--- src/rtl/rr_mux_scheduler_pkg.sv ---
// Shared definitions for the round-robin mux scheduler: state encoding,
// channel count, reset arbitration pointer and a one-hot helper.
package rr_mux_scheduler_pkg;

  localparam int NUM_CH = 4;
  localparam logic [1:0] RESET_LAST = 2'd3;

  typedef enum logic [1:0] {
    IDLE   = 2'd0,
    SAMPLE = 2'd1,
    HOLD   = 2'd2
  } state_t;

  function automatic logic [NUM_CH-1:0] onehot4(input logic [1:0] sel);
    logic [NUM_CH-1:0] v;
    v = '0;
    v[sel] = 1'b1;
    return v;
  endfunction

endpackage

--- src/rtl/rr_mux_scheduler_if.sv ---
// Request/mux/output-stage bundle between the scheduler (master) and the
// producers, the external mux and the downstream consumer (slave).
interface rr_mux_scheduler_if
  import rr_mux_scheduler_pkg::*;
#(
  parameter int WIDTH = 4,
  parameter int CNT_W = 16
) ();

  logic [NUM_CH-1:0] req;
  logic [1:0]        mux_sel;
  logic [WIDTH-1:0]  mux_in;
  logic [NUM_CH-1:0] grant;
  logic [WIDTH-1:0]  data_out;
  logic [1:0]        data_ch;
  logic              data_valid;
  logic              data_ready;
  logic              busy;
  logic [CNT_W-1:0]  xfer_count;

  modport master (
    input  req, mux_in, data_ready,
    output mux_sel, grant, data_out, data_ch, data_valid, busy, xfer_count
  );

  modport slave (
    output req, mux_in, data_ready,
    input  mux_sel, grant, data_out, data_ch, data_valid, busy, xfer_count
  );

endinterface

--- src/rtl/rr_mux_scheduler_rr_pick4.sv ---
// Combinational round-robin picker: first set request scanning from the
// channel after the last served one, wrapping back to the last one itself.
module rr_pick4
  import rr_mux_scheduler_pkg::*;
(
  input  logic [NUM_CH-1:0] i_req,
  input  logic [1:0]        i_last,
  output logic [1:0]        o_winner,
  output logic              o_any
);

  logic [1:0] w_idx;
  logic       w_found;

  always_comb begin
    o_winner = i_last;
    w_found  = 1'b0;
    w_idx    = i_last;
    for (int k = 1; k <= NUM_CH; k++) begin
      w_idx = i_last + 2'(k);
      if (!w_found && i_req[w_idx]) begin
        o_winner = w_idx;
        w_found  = 1'b1;
      end
    end
  end

  assign o_any = |i_req;

endmodule

--- src/rtl/rr_mux_scheduler.sv ---
// Round-robin scheduler driving an external 4-to-1 mux and capturing its
// output into a registered valid/ready stage tagged with the source channel.
module rr_mux_scheduler
  import rr_mux_scheduler_pkg::*;
#(
  parameter int WIDTH = 4,
  parameter int CNT_W = 16
) (
  input logic clk,
  input logic rst_n,
  rr_mux_scheduler_if.master bus
);

  state_t            r_state;
  logic [1:0]        r_mux_sel;
  logic [1:0]        r_data_ch;
  logic [1:0]        r_last;
  logic [NUM_CH-1:0] r_grant;
  logic [WIDTH-1:0]  r_data_out;
  logic              r_data_valid;
  logic              r_busy;
  logic [CNT_W-1:0]  r_xfer_count;

  logic [1:0] w_winner;
  logic       w_any;

  rr_pick4 u_pick (
    .i_req    (bus.req),
    .i_last   (r_last),
    .o_winner (w_winner),
    .o_any    (w_any)
  );

  // mux_sel only moves on an IDLE win, so mux_in is settled by SAMPLE
  always_ff @(posedge clk or negedge rst_n) begin
    if (!rst_n) begin
      r_state      <= IDLE;
      r_mux_sel    <= '0;
      r_grant      <= '0;
      r_data_out   <= '0;
      r_data_ch    <= '0;
      r_data_valid <= 1'b0;
      r_busy       <= 1'b0;
      r_last       <= RESET_LAST;
      r_xfer_count <= '0;
    end else begin
      case (r_state)
        IDLE: begin
          r_grant <= '0;
          if (w_any) begin
            r_mux_sel <= w_winner;
            r_state   <= SAMPLE;
            r_busy    <= 1'b1;
          end
        end
        SAMPLE: begin
          r_data_out   <= bus.mux_in;
          r_data_ch    <= r_mux_sel;
          r_data_valid <= 1'b1;
          r_grant      <= onehot4(r_mux_sel);
          r_state      <= HOLD;
          r_busy       <= 1'b1;
        end
        HOLD: begin
          r_grant <= '0;
          if (bus.data_ready) begin
            r_data_valid <= 1'b0;
            r_last       <= r_data_ch;
            r_xfer_count <= r_xfer_count + CNT_W'(1);
            r_state      <= IDLE;
            r_busy       <= 1'b0;
          end
        end
        default: begin
          r_state <= IDLE;
          r_busy  <= 1'b0;
        end
      endcase
    end
  end

  assign bus.mux_sel    = r_mux_sel;
  assign bus.grant      = r_grant;
  assign bus.data_out   = r_data_out;
  assign bus.data_ch    = r_data_ch;
  assign bus.data_valid = r_data_valid;
  assign bus.busy       = r_busy;
  assign bus.xfer_count = r_xfer_count;

endmodule

--- src/flat_wrapper.sv ---
// flat-port wrapper written by rule: the top's interface ports become plain ports
module rr_mux_scheduler_flat import rr_mux_scheduler_pkg::*;
#(
  parameter int WIDTH = 4,
  parameter int CNT_W = 16
)
  (clk, rst_n, bus_req, bus_mux_in, bus_data_ready, bus_mux_sel, bus_grant, bus_data_out, bus_data_ch, bus_data_valid, bus_busy, bus_xfer_count);
  rr_mux_scheduler_if #(.WIDTH(WIDTH), .CNT_W(CNT_W)) bus_i ();
  input logic clk;
  input logic rst_n;
  input wire logic [$bits(bus_i.req)-1:0] bus_req;
  input wire logic [$bits(bus_i.mux_in)-1:0] bus_mux_in;
  input wire logic [$bits(bus_i.data_ready)-1:0] bus_data_ready;
  output wire logic [$bits(bus_i.mux_sel)-1:0] bus_mux_sel;
  output wire logic [$bits(bus_i.grant)-1:0] bus_grant;
  output wire logic [$bits(bus_i.data_out)-1:0] bus_data_out;
  output wire logic [$bits(bus_i.data_ch)-1:0] bus_data_ch;
  output wire logic [$bits(bus_i.data_valid)-1:0] bus_data_valid;
  output wire logic [$bits(bus_i.busy)-1:0] bus_busy;
  output wire logic [$bits(bus_i.xfer_count)-1:0] bus_xfer_count;
  assign bus_i.req = bus_req;
  assign bus_i.mux_in = bus_mux_in;
  assign bus_i.data_ready = bus_data_ready;
  assign bus_mux_sel = bus_i.mux_sel;
  assign bus_grant = bus_i.grant;
  assign bus_data_out = bus_i.data_out;
  assign bus_data_ch = bus_i.data_ch;
  assign bus_data_valid = bus_i.data_valid;
  assign bus_busy = bus_i.busy;
  assign bus_xfer_count = bus_i.xfer_count;
  rr_mux_scheduler #(.WIDTH(WIDTH), .CNT_W(CNT_W)) u_core (.clk(clk), .rst_n(rst_n), .bus(bus_i));
endmodule
--- config.mk ---
export PLATFORM = sky130hd
export DESIGN_NAME = rr_mux_scheduler_flat
export DESIGN_NICKNAME = d
export VERILOG_FILES = /design/src/rtl/rr_mux_scheduler_pkg.sv /design/src/rtl/rr_mux_scheduler_if.sv /design/src/rtl/rr_mux_scheduler_rr_pick4.sv /design/src/rtl/rr_mux_scheduler.sv /design/src/flat_wrapper.sv
export SDC_FILE = /design/constraint.sdc
export NUM_CORES = 1
export LEC_CHECK = 0
export CAP_MARGIN = 10
export CORE_UTILIZATION = 51
export CTS_CLUSTER_SIZE = 30
export DETAILED_ROUTE_END_ITERATION = 8
export MAX_ROUTING_LAYER = met4
export PLACE_DENSITY_LB_ADDON = 0.25
export SKIP_CTS_REPAIR_TIMING = 1
export SLEW_MARGIN = 20
export SYNTH_ARGS = -nofsm -noshare
export SYNTH_HDL_FRONTEND = slang
export SYNTH_SLANG_ARGS = --single-unit
--- constraint.sdc ---
create_clock -name clk -period 3.7 [get_ports clk]
set_input_delay 0.74 -clock clk [delete_from_list [all_inputs] [get_ports clk]]
set_output_delay 0.74 -clock clk [all_outputs]
set_load 0.05 [all_outputs]
==> flow_metrics.py, run 1 <==
metrics = {
    "sta": {
        "rsz0062_at_grt": "false",
        "finalClockSkew_ns": 0.0108,
        "min_period_ns": 2.41,
        "slew_headroom": 0.636,
        "drv_slew": 0,
        "holdWs_ns": 0.479,
        "period_share": 0.650,
        "tightest_slew_ns": 0.546,
        "setup_viol": 0,
        "fmax_mhz": 416,
        "finalHoldViolCount": 0,
        "finalSetupTns_ns": 0,
    },
    "detailed_routing": {
        "drtIter0Drc": 46,
        "vias_per_cell": 5.62,
        "first_pass_iters": 8,
        "num_vias": 1213,
        "wire_per_inst_um": 15.0,
        "wl_mm": 3.23,
        "drcViolationCount": 2,
        "ant_nets": 0,
    },
    "synth": {
        "yosys.area.top_type": "dfrtp_1",
        "synth-seq-area-share": 0.543,
        "ys.flop_type": "dfrtp_1",
        "synth_common_cells": "32 x dfrtp_1, 15 x nand2_1, 10 x xnor2_1, 7 x mux2_2, 7 x nor2_1",
        "yosysUniqueCellTypes": 35,
        "post-synth-top-count-cell": "dfrtp_1",
        "netlist_top_cells_area": "dfrtp_1 51%, xnor2_1 5.6%, mux2_2 5.0%, nand2_1 3.6%, dfstp_2 3.3%",
        "synth.avg_cell_area_um2": 11.1,
        "ys_ff_latch": 34,
        "synthCells": 141,
        "synth_area_um2": 1570,
        "async_reset_ff_frac": 1.00,
        "synth_nets": 153,
        "synth_edf_count": 0,
        "synth_top_area_frac": 0.510,
        "yosysWarnings": 0,
    },
    "clock_tree": {
        "clk_pin_slew_worst_paths_ns": 0.11,
        "clockBufferDepth": 2,
        "cts.sinks": 34,
        "htreeDepth": 2,
        "cts_tree": "done",
        "cts_buffers": 5,
        "cts-root-buf": "clkbuf_4",
        "clk_latency_ns": 0.34,
    },
    "final_layout": {
        "drive_gt1_frac": 0.135,
        "nets": 196,
        "area_growth_pct": 34.1,
        "antenna_cells_inserted": 0,
    },
    "die": {
        "num_io_pins": 41,
        "die_x_um": 57.5,
        "core_um2": 2830,
        "die_h_um": 57.5,
        "start_util": 0.556,
        "dieArea_um2": 3310,
        "row_count": 19,
    },
    "hold_path": {
        "hold_class": "reg -> reg",
        "min_path_cells": 1,
    },
    "job": {
        "max_cap_violations": 0,
    },
    "setup_path": {
        "cp_slowest_stage_delay_ns": 0.85,
        "critPathArrivalTime_ns": 1.67,
        "critPathMaxFanout": 5,
        "crit_buf_inv": 1,
        "cp_top_family": "buffers and inverters",
        "path_cells": "clkdlybuf4s50_1",
        "cp_num_cells": 1,
        "crit_path_end_kind": "primary output",
        "r2r_cells": 4,
        "start_kind": "flip-flop",
        "required_ns": 2.96,
        "crit_type": "reg -> out",
        "crit_slowest_cell": "clkdlybuf4s50_1",
    },
    "global_routing": {
        "grt_pass1_vias": 1160,
        "grt_use_total": 0.233,
        "overflow": 0,
        "grt_max_degree": 35,
        "antenna_found_initial": 0,
        "grt_first_pass_wirelength_mm": 5.47,
    },
    "run_status": {
        "violations": "design-rule violations",
        "outcome": "finished, violations left",
    },
    "pwr": {
        "peakVddDrop_v": 0.000585,
        "power_density_nw_per_um2": 838,
        "p_total_mw": 1.77,
        "p_leak_nw": 0.904,
    },
    "place": {
        "place_hpwl_mm": 2.33,
        "place_congestion": 0.837,
        "io_buffers": 40,
    },
}
routing by layer:
metal,GRT usage,up-vias,wire length [µm]
met5,-,-,0
met2,0.382,53,1660
met4,0.0732,0,40
met3,0.0771,5,211
li1,-,580,-
met1,0.270,575,1320
kinds of logic after synthesis:
| logic type | share of synthesized area |
|---|---|
| compound gates | 0.0756 |
| xor+xnor | 0.0836 |
| fa+ha+maj | 0.00796 |
| buf+inv | 0.0263 |
| flops | 0.543 |
| mux | 0.0565 |
| simple gates | 0.207 |
flip-flops by register name, summed over array words and instances (netlist names):
signal                 flops
u_core.bus.mux_sel         2
u_core.bus.xfer_count     16
u_core.r_state             2
u_core.bus.data_out        4
u_core.bus.busy            1
u_core.r_last              2
u_core.bus.data_valid      1
u_core.bus.grant           4
u_core.bus.data_ch         2
area by class of cell:
cell class,count,area [µm²]
clock buffers,6,51.3
inverters,5,18.8
fillers,197,722
clock inverters,2,60.1
multi-input cells,97,677
well taps,31,38.8
repair buffers,41,408
flip-flops and latches,34,853
where the power goes:
part	leakage, nW	switching, mW	total [mW]	internal, mW
sequential	0.433	0.140	0.628	0.488
clock	0.0585	0.126	0.354	0.229
combinational	0.413	0.479	0.783	0.304
stage by stage:
stage	area, µm²	util	setup WS, ns	instances
2_1_floorplan	1570	-	2.04	141
3_3_place_gp	2000	0.705	1.43	208
3_5_place_dp	2000	0.705	1.37	208
4_1_cts	2110	0.745	1.29	216
5_1_grt	2110	0.745	1.20	216
6_report	2110	0.745	1.29	216
final timing paths:
| check | startpoint | endpoint | slack (ns) |
|---|---|---|---|
| max | u_core.bus.xfer_count[2] | bus_xfer_count[2] | 1.29 |
| min | u_core.bus.xfer_count[15] | u_core.bus.xfer_count[15] | 0.48 |
| max reg2reg | u_core.r_state[0] | u_core.bus.xfer_count[9] | 2.04 |
| min reg2reg | u_core.bus.xfer_count[15] | u_core.bus.xfer_count[15] | 0.48 |
| max in group asynchronous | rst_n | u_core.r_last[0] | 2.57 |
| min in group asynchronous | rst_n | u_core.bus.xfer_count[0] | 0.80 |
placed cells by master (no fill, tap or decap), types with 2 or more instances in the layout:
master / synthesis / routed
a21oi_1: 3 / 3
a22oi_1: 3 / 3
bufinv_16: 0 / 2
clkbuf_4: 0 / 5
clkdlybuf4s50_1: 0 / 40
dfrtp_1: 32 / 32
dfstp_2: 2 / 2
inv_1: 5 / 5
mux2_2: 7 / 7
nand2_1: 15 / 15
nand2b_1: 2 / 2
nand3_1: 5 / 5
nand4_1: 5 / 5
nor2_1: 7 / 7
nor2b_1: 6 / 6
nor3_2: 2 / 2
nor3b_1: 3 / 3
o21ai_0: 6 / 6
o221ai_1: 2 / 2
or2_2: 2 / 2
xnor2_1: 10 / 10
xor2_1: 5 / 5
Power figures use the tool's default switching activity.
==> run 2: changes to the inputs <==
- CORE_UTILIZATION: 51 -> 43
- clock period: 3.7 -> 2 ns (I/O delays scaled with it)
==> run 2 against run 1 <==
  * The flow now finishes without violations
  * Die area rose by 18%
  * Non-clock buffer count grew 4
  * Via count shrank 0.74%
  * Final cell count increased by 8.8%
  * Largest power group unchanged
==> flow_metrics.py, run 2 (synthesis gave the netlist of run 1 again) <==
metrics = {
    "detailed_routing": {
        "vias_per_cell": 5.12,
        "drtIter0Drc": 49,
        "wl_mm": 3.25,
        "first_pass_iters": 4,
        "num_vias": 1204,
        "wire_per_inst_um": 13.8,
        "drcViolationCount": 0,
        "ant_nets": 0,
    },
    "global_routing": {
        "overflow": 0,
        "antenna_found_initial": 0,
        "grt_pass1_vias": 1231,
        "grt_use_total": 0.191,
        "grt_first_pass_wirelength_mm": 5.57,
        "grt_max_degree": 35,
    },
    "pwr": {
        "p_leak_nw": 1.14,
        "power_density_nw_per_um2": 1410,
        "peakVddDrop_v": 0.00114,
    },
    "setup_path": {
        "crit_type": "reg -> out",
        "start_kind": "flip-flop",
        "crit_slowest_cell": "clkdlybuf4s50_1",
        "required_ns": 1.60,
        "critPathMaxFanout": 3,
        "crit_buf_inv": 1,
        "cp_slowest_stage_delay_ns": 0.82,
        "cp_top_family": "buffers and inverters",
        "path_cells": "clkdlybuf4s50_1",
        "crit_path_end_kind": "primary output",
        "critPathArrivalTime_ns": 1.54,
    },
    "final_layout": {
        "nets": 200,
        "layout_common_cells": "32 x dfrtp_1, 22 x clkdlybuf4s50_1, 15 x nand2_1, 14 x dlymetal6s2s_1, 10 x xnor2_1",
        "drive_gt1_frac": 0.175,
        "post-route-util": 0.625,
        "largest_reg_flops": 16,
        "antenna_cells_inserted": 0,
        "n_fill_cell": 281,
        "area_growth_pct": 35.7,
        "layout_commonest_cell": "dfrtp_1",
    },
    "clock_tree": {
        "clk_latency_ns": 0.34,
        "htreeDepth": 2,
        "clk_pin_slew_worst_paths_ns": 0.11,
        "cts-root-buf": "clkbuf_4",
        "cts_buffers": 5,
        "clockBufferDepth": 2,
        "cts_tree": "done",
        "cts.sinks": 34,
    },
    "sta": {
        "drv_slew": 0,
        "rsz0062_at_grt": "false",
        "setup_viol": 0,
        "min_period_ns": 1.94,
        "fmax_mhz": 515,
        "tightest_slew_ns": 0.522,
        "fin_ws_ns": 0.0581,
        "slew_headroom": 0.651,
        "period_share": 0.971,
        "finalClockSkew_ns": 0.0123,
        "finalHoldViolCount": 0,
    },
    "job": {
        "max_cap_violations": 0,
    },
    "place": {
        "place_congestion": 0.757,
        "place_hpwl_mm": 2.31,
        "io_buffers": 40,
        "place_ws_ns": 0.0827,
    },
    "run_status": {
        "outcome": "finished clean",
    },
    "hold_path": {
        "hold_class": "in -> async",
    },
    "die": {
        "num_io_pins": 41,
        "die_h_um": 62.5,
        "start_util": 0.460,
        "row_count": 21,
        "dieArea_um2": 3900,
        "core_um2": 3420,
        "die_x_um": 62.5,
    },
}
-- run 2: cell count changes in the layout (fill, tap and decap cells not counted) --
cell,delta
buf_4,+8
bufinv_16,-2
clkdlybuf4s50_1,-18
clkinv_2,+1
clkinvlp_4,+1
dlymetal6s2s_1,+14
-- run 2: final timing paths --
path	start	to	slack [ns]	cells past startpoint
worst max-delay path	u_core.bus.data_ch[0]	bus_data_ch[0]	0.06	1
worst min-delay path	rst_n	u_core.bus.xfer_count[6]	0.46	2
worst max register to register	u_core.r_state[0]	u_core.bus.xfer_count[9]	0.39	4
worst min register to register	u_core.bus.xfer_count[15]	u_core.bus.xfer_count[15]	0.48	1
max in group asynchronous	rst_n	u_core.r_last[0]	1.20	2
min in group clk	u_core.bus.xfer_count[15]	u_core.bus.xfer_count[15]	0.48	1
-- run 2: final cells by class --
cell class / instances / area, µm² / area share
Multi-Input combinational cell: 97 / 677 / 0.317
Clock buffer: 6 / 51.3 / 0.0240
Clock inverter: 2 / 12.5 / 0.00587
Timing Repair Buffer: 45 / 463 / 0.217
Inverter: 5 / 18.8 / 0.00880
Sequential cell: 34 / 853 / 0.400
Tap cell: 46 / 57.6 / 0.0270
-- run 2: metal layers --
metal / vias to the layer above / part of all wire / global-route usage
li1: 586 / - / -
met1: 586 / 0.44 / 0.214
met2: 30 / 0.51 / 0.318
met3: 2 / 0.051 / 0.0657
met4: 0 / 0.0058 / 0.0640
met5: - / 0 / -
-- run 2: where the power goes --
| part | internal, mW | switching (mW) |
|---|---|---|
| clock | 0.169 | 0.237 |
| sequential | 0.904 | 0.227 |
| combinational | 0.581 | 0.901 |
| total | 1.65 | 1.36 |
-- run 2: per-stage QoR --
| stage | power, mW | instances | instance area (µm²) | setup TNS, ns | hold slack [ns] |
|---|---|---|---|---|---|
| finish | 3.02 | 235 | 2130 | 0 | 0.455 |
| global route | 3.21 | 235 | 2130 | 0 | 0.455 |
| CTS | 3.05 | 235 | 2100 | -0.233 | 0.451 |
| detailed placement | 2.64 | 227 | 2030 | 0 | 0.477 |
| global placement | 2.60 | 227 | 2030 | 0 | 0.469 |
| floorplan | 2.14 | 141 | 1570 | 0 | 0.104 |
==> variant, RTL diff (settings of run 2) <==
Reset style: synchronous (`rst_n`), changed in one clocked block.
--- a/src/rtl/rr_mux_scheduler.sv
+++ b/src/rtl/rr_mux_scheduler.sv
@@ -32,7 +32,7 @@
   );
 
   // mux_sel only moves on an IDLE win, so mux_in is settled by SAMPLE
-  always_ff @(posedge clk or negedge rst_n) begin
+  always_ff @(posedge clk) begin
     if (!rst_n) begin
       r_state      <= IDLE;
       r_mux_sel    <= '0;
Behaviour: differs if rst_n is asserted again (counterexample within 4 cycles, from zero or initial values and one cycle with rst_n low); with rst_n held inactive, the same outputs for 10 cycles.
==> variant against run 2 <==
First-iteration DRC count rose by 35%. Cell area decreased by 1.8%. Synthesized area is 0.64% lower. Wire length is 0.80% higher. Sequential cell count unchanged. Non-clock buffer count fell by 3. Setup slack better by 0.013 ns.
Power is not compared: it rests on default switching activity, and its combinational part moved more than twofold at a synthesized area within 25%.
==> variant: results (changes against run 2) <==
| Metric | Value |
|---|---|
| Status | `complete, no violations (unchanged)` |
| Family with the most delay on the worst path | `buffers and inverters (unchanged)` |
| CTS Buf Count | `5 (unchanged)` |
| Hold Path Class | `flop to flop (was input pin to async pin)` |
| Yosys cell types | `36 (was 35)` |
| H-tree lvl count | `2 (unchanged)` |
| Initial antenna violation count | `0 (unchanged)` |
| CP max stage cell | `clkdlybuf4s50_1 (unchanged)` |
| CP arrival | `1.53 ns` |
| Clock buffer depth | `2 (unchanged)` |
| Worst Reg-to-Reg Cells | `4 (unchanged)` |
| WL final | `3280 um (was 3250 um)` |
| Initial DRC count | `66 (was 49)` |
| Synth Area in Compound Gates | `9.70% (was 7.56%)` |
| Clock Skew | `0.00358 ns (was 0.0123 ns)` |
| Most used DFF post-synth | `dfxtp_1 (was dfrtp_1)` |
| Worst VDD drop | `0.000368 V` |
| Layout fillers | `296 (was 281)` |
| P_leak | `1.08 nW` |
| Met2 Track Usage GR | `32.0% (was 31.8%)` |
| Hold_sp | `u_core.bus.xfer_count[13]` |
| Vias/cell | `5.19 (was 5.12)` |
| Fraction of registers with async set/reset | `0% (was 100%)` |
| Antenna cells | `0 (unchanged)` |
| Global Route Usage Sum | `18.4% (was 19.1%)` |
| Global placer's final weighted congestion | `0.745 (was 0.757)` |
| Worst-margin pin slew | `0.643 ns (was 0.522 ns)` |
| Final #Nets | `223 (was 200)` |
| Fraction of layout cells with a size suffix above 1 | `9.43% (was 17.5%)` |
| Hold slack | `0.492 ns (was 0.455 ns)` |
| Met3 Use GR | `5.33% (was 6.57%)` |
| Xor/xnor cell area share of the yosys netlist | `4.49% (was 8.36%)` |
| Max reg flops | `16 (unchanged)` |
| Largest cells by area after synthesis | `dfxtp_1 (44%), mux2i_1 (7.7%), nor2b_1 (4.0%), and2_1 (3.6%), nand2_1 (3.1%) (was dfrtp_1 (51%), xnor2_1 (5.6%), mux2_2 (5.0%), nand2_1 (3.6%), dfstp_2 (3.3%))` |
| Global-route wire length before repair | `5520 um (was 5570 um)` |
| CP peak stage delay | `0.83 ns` |
| Port bufs | `40 (unchanged)` |
| Critical-path maximum fanout | `3 (unchanged)` |
| Synthesized Nets | `179 (was 153)` |
| Adder-Cell Fraction of Synth Area | `0.801% (was 0.796%)` |
| Worst-Skew Late Latency | `0.33 ns` |
| Sequential-to-total area share from yosys stat | `43.6% (was 54.3%)` |
| Vias in the first global route | `1310 (was 1231)` |
| Root Driver | `clkbuf_4 (unchanged)` |
| WHS Endpoint | `u_core.bus.xfer_count[13]` |
| Reg2reg end | `u_core.bus.xfer_count[9] (unchanged)` |
| Worst reg2reg path startpoint | `u_core.r_state[1] (was u_core.r_state[0])` |
| Flop2flop setup slack | `0.35 ns (was 0.39 ns)` |
| Post-synthesis mux area share | `7.69% (was 5.65%)` |
| Commonest cells post-synth | `dfxtp_1 (34), nand2_1 (13), mux2i_1 (12) (was dfrtp_1 (32), nand2_1 (15), xnor2_1 (10))` |
| HPWL Detailed | `2370 um (was 2310 um)` |
| Final core occ | `61.3% (was 62.5%)` |
| Met1 Use GR | `19.4% (was 21.4%)` |
## variant: cell count changes after synthesis, sizes merged, moves of 5 or more
cell / change
xnor2: -7
mux2i: +11
and2: +8
nor3: +5
dfrtp: -32
dfxtp: +34
mux2: -7
## variant: kinds of logic (layout without fill, tap and decap cells)
kind of cell / after synthesis / in the layout
flops: 34 / 34
mux: 12 / 12
fa+ha+maj: 1 / 1
simple gates: 77 / 77
compound gates: 25 / 25
xor+xnor: 8 / 8
buf+inv: 10 / 55
## variant: routing by layer
metal,vias to the layer above,wire length (um)
met3,6,163
li1,665,-
met5,-,0
met1,627,1410
met4,0,34
met2,41,1670
## variant: worst max path at each step
stage,startpoint,endpoint,slack [ns],depth (start not counted)
CTS,u_core.bus.xfer_count[3],bus_xfer_count[3],-0.04,1
global placement,bus_req[1],u_core.bus.mux_sel[1],0.15,5
finish,u_core.bus.data_valid,bus_data_valid,0.07,1
global route,u_core.bus.data_valid,bus_data_valid,0.002,1
detailed placement,bus_data_ready,u_core.bus.xfer_count[9],0.09,5
floorplan,u_core.bus.xfer_count[0],u_core.bus.xfer_count[12],0.29,5
## variant: per-stage QoR
step	instance area (um^2)	setup TNS (ns)	worst slack [ns]	instances
global route	2090	0	0.00230	258
detailed placement	2000	0	0.0885	250
global placement	2000	0	0.152	250
floorplan	1560	0	0.292	167
finish	2090	0	0.0706	258
CTS	2060	-0.117	-0.0419	258
## variant: power by group
part	internal, mW	total (mW)	switching (mW)
sequential	0.704	0.740	0.0359
combinational	0.0997	0.241	0.141
clock	0.170	0.392	0.222
total	0.974	1.37	0.399
## variant: final cells by class
class                   count  area, um^2  area share [%]
well taps                  46        57.6            2.75
inverters                   5        18.8           0.896
flip-flops and latches     34         681            32.5
clock buffers               7        55.1            2.63
multi-input cells         123         840            40.1
clock inverters             1        5.00           0.239
repair buffers             42         438            20.9
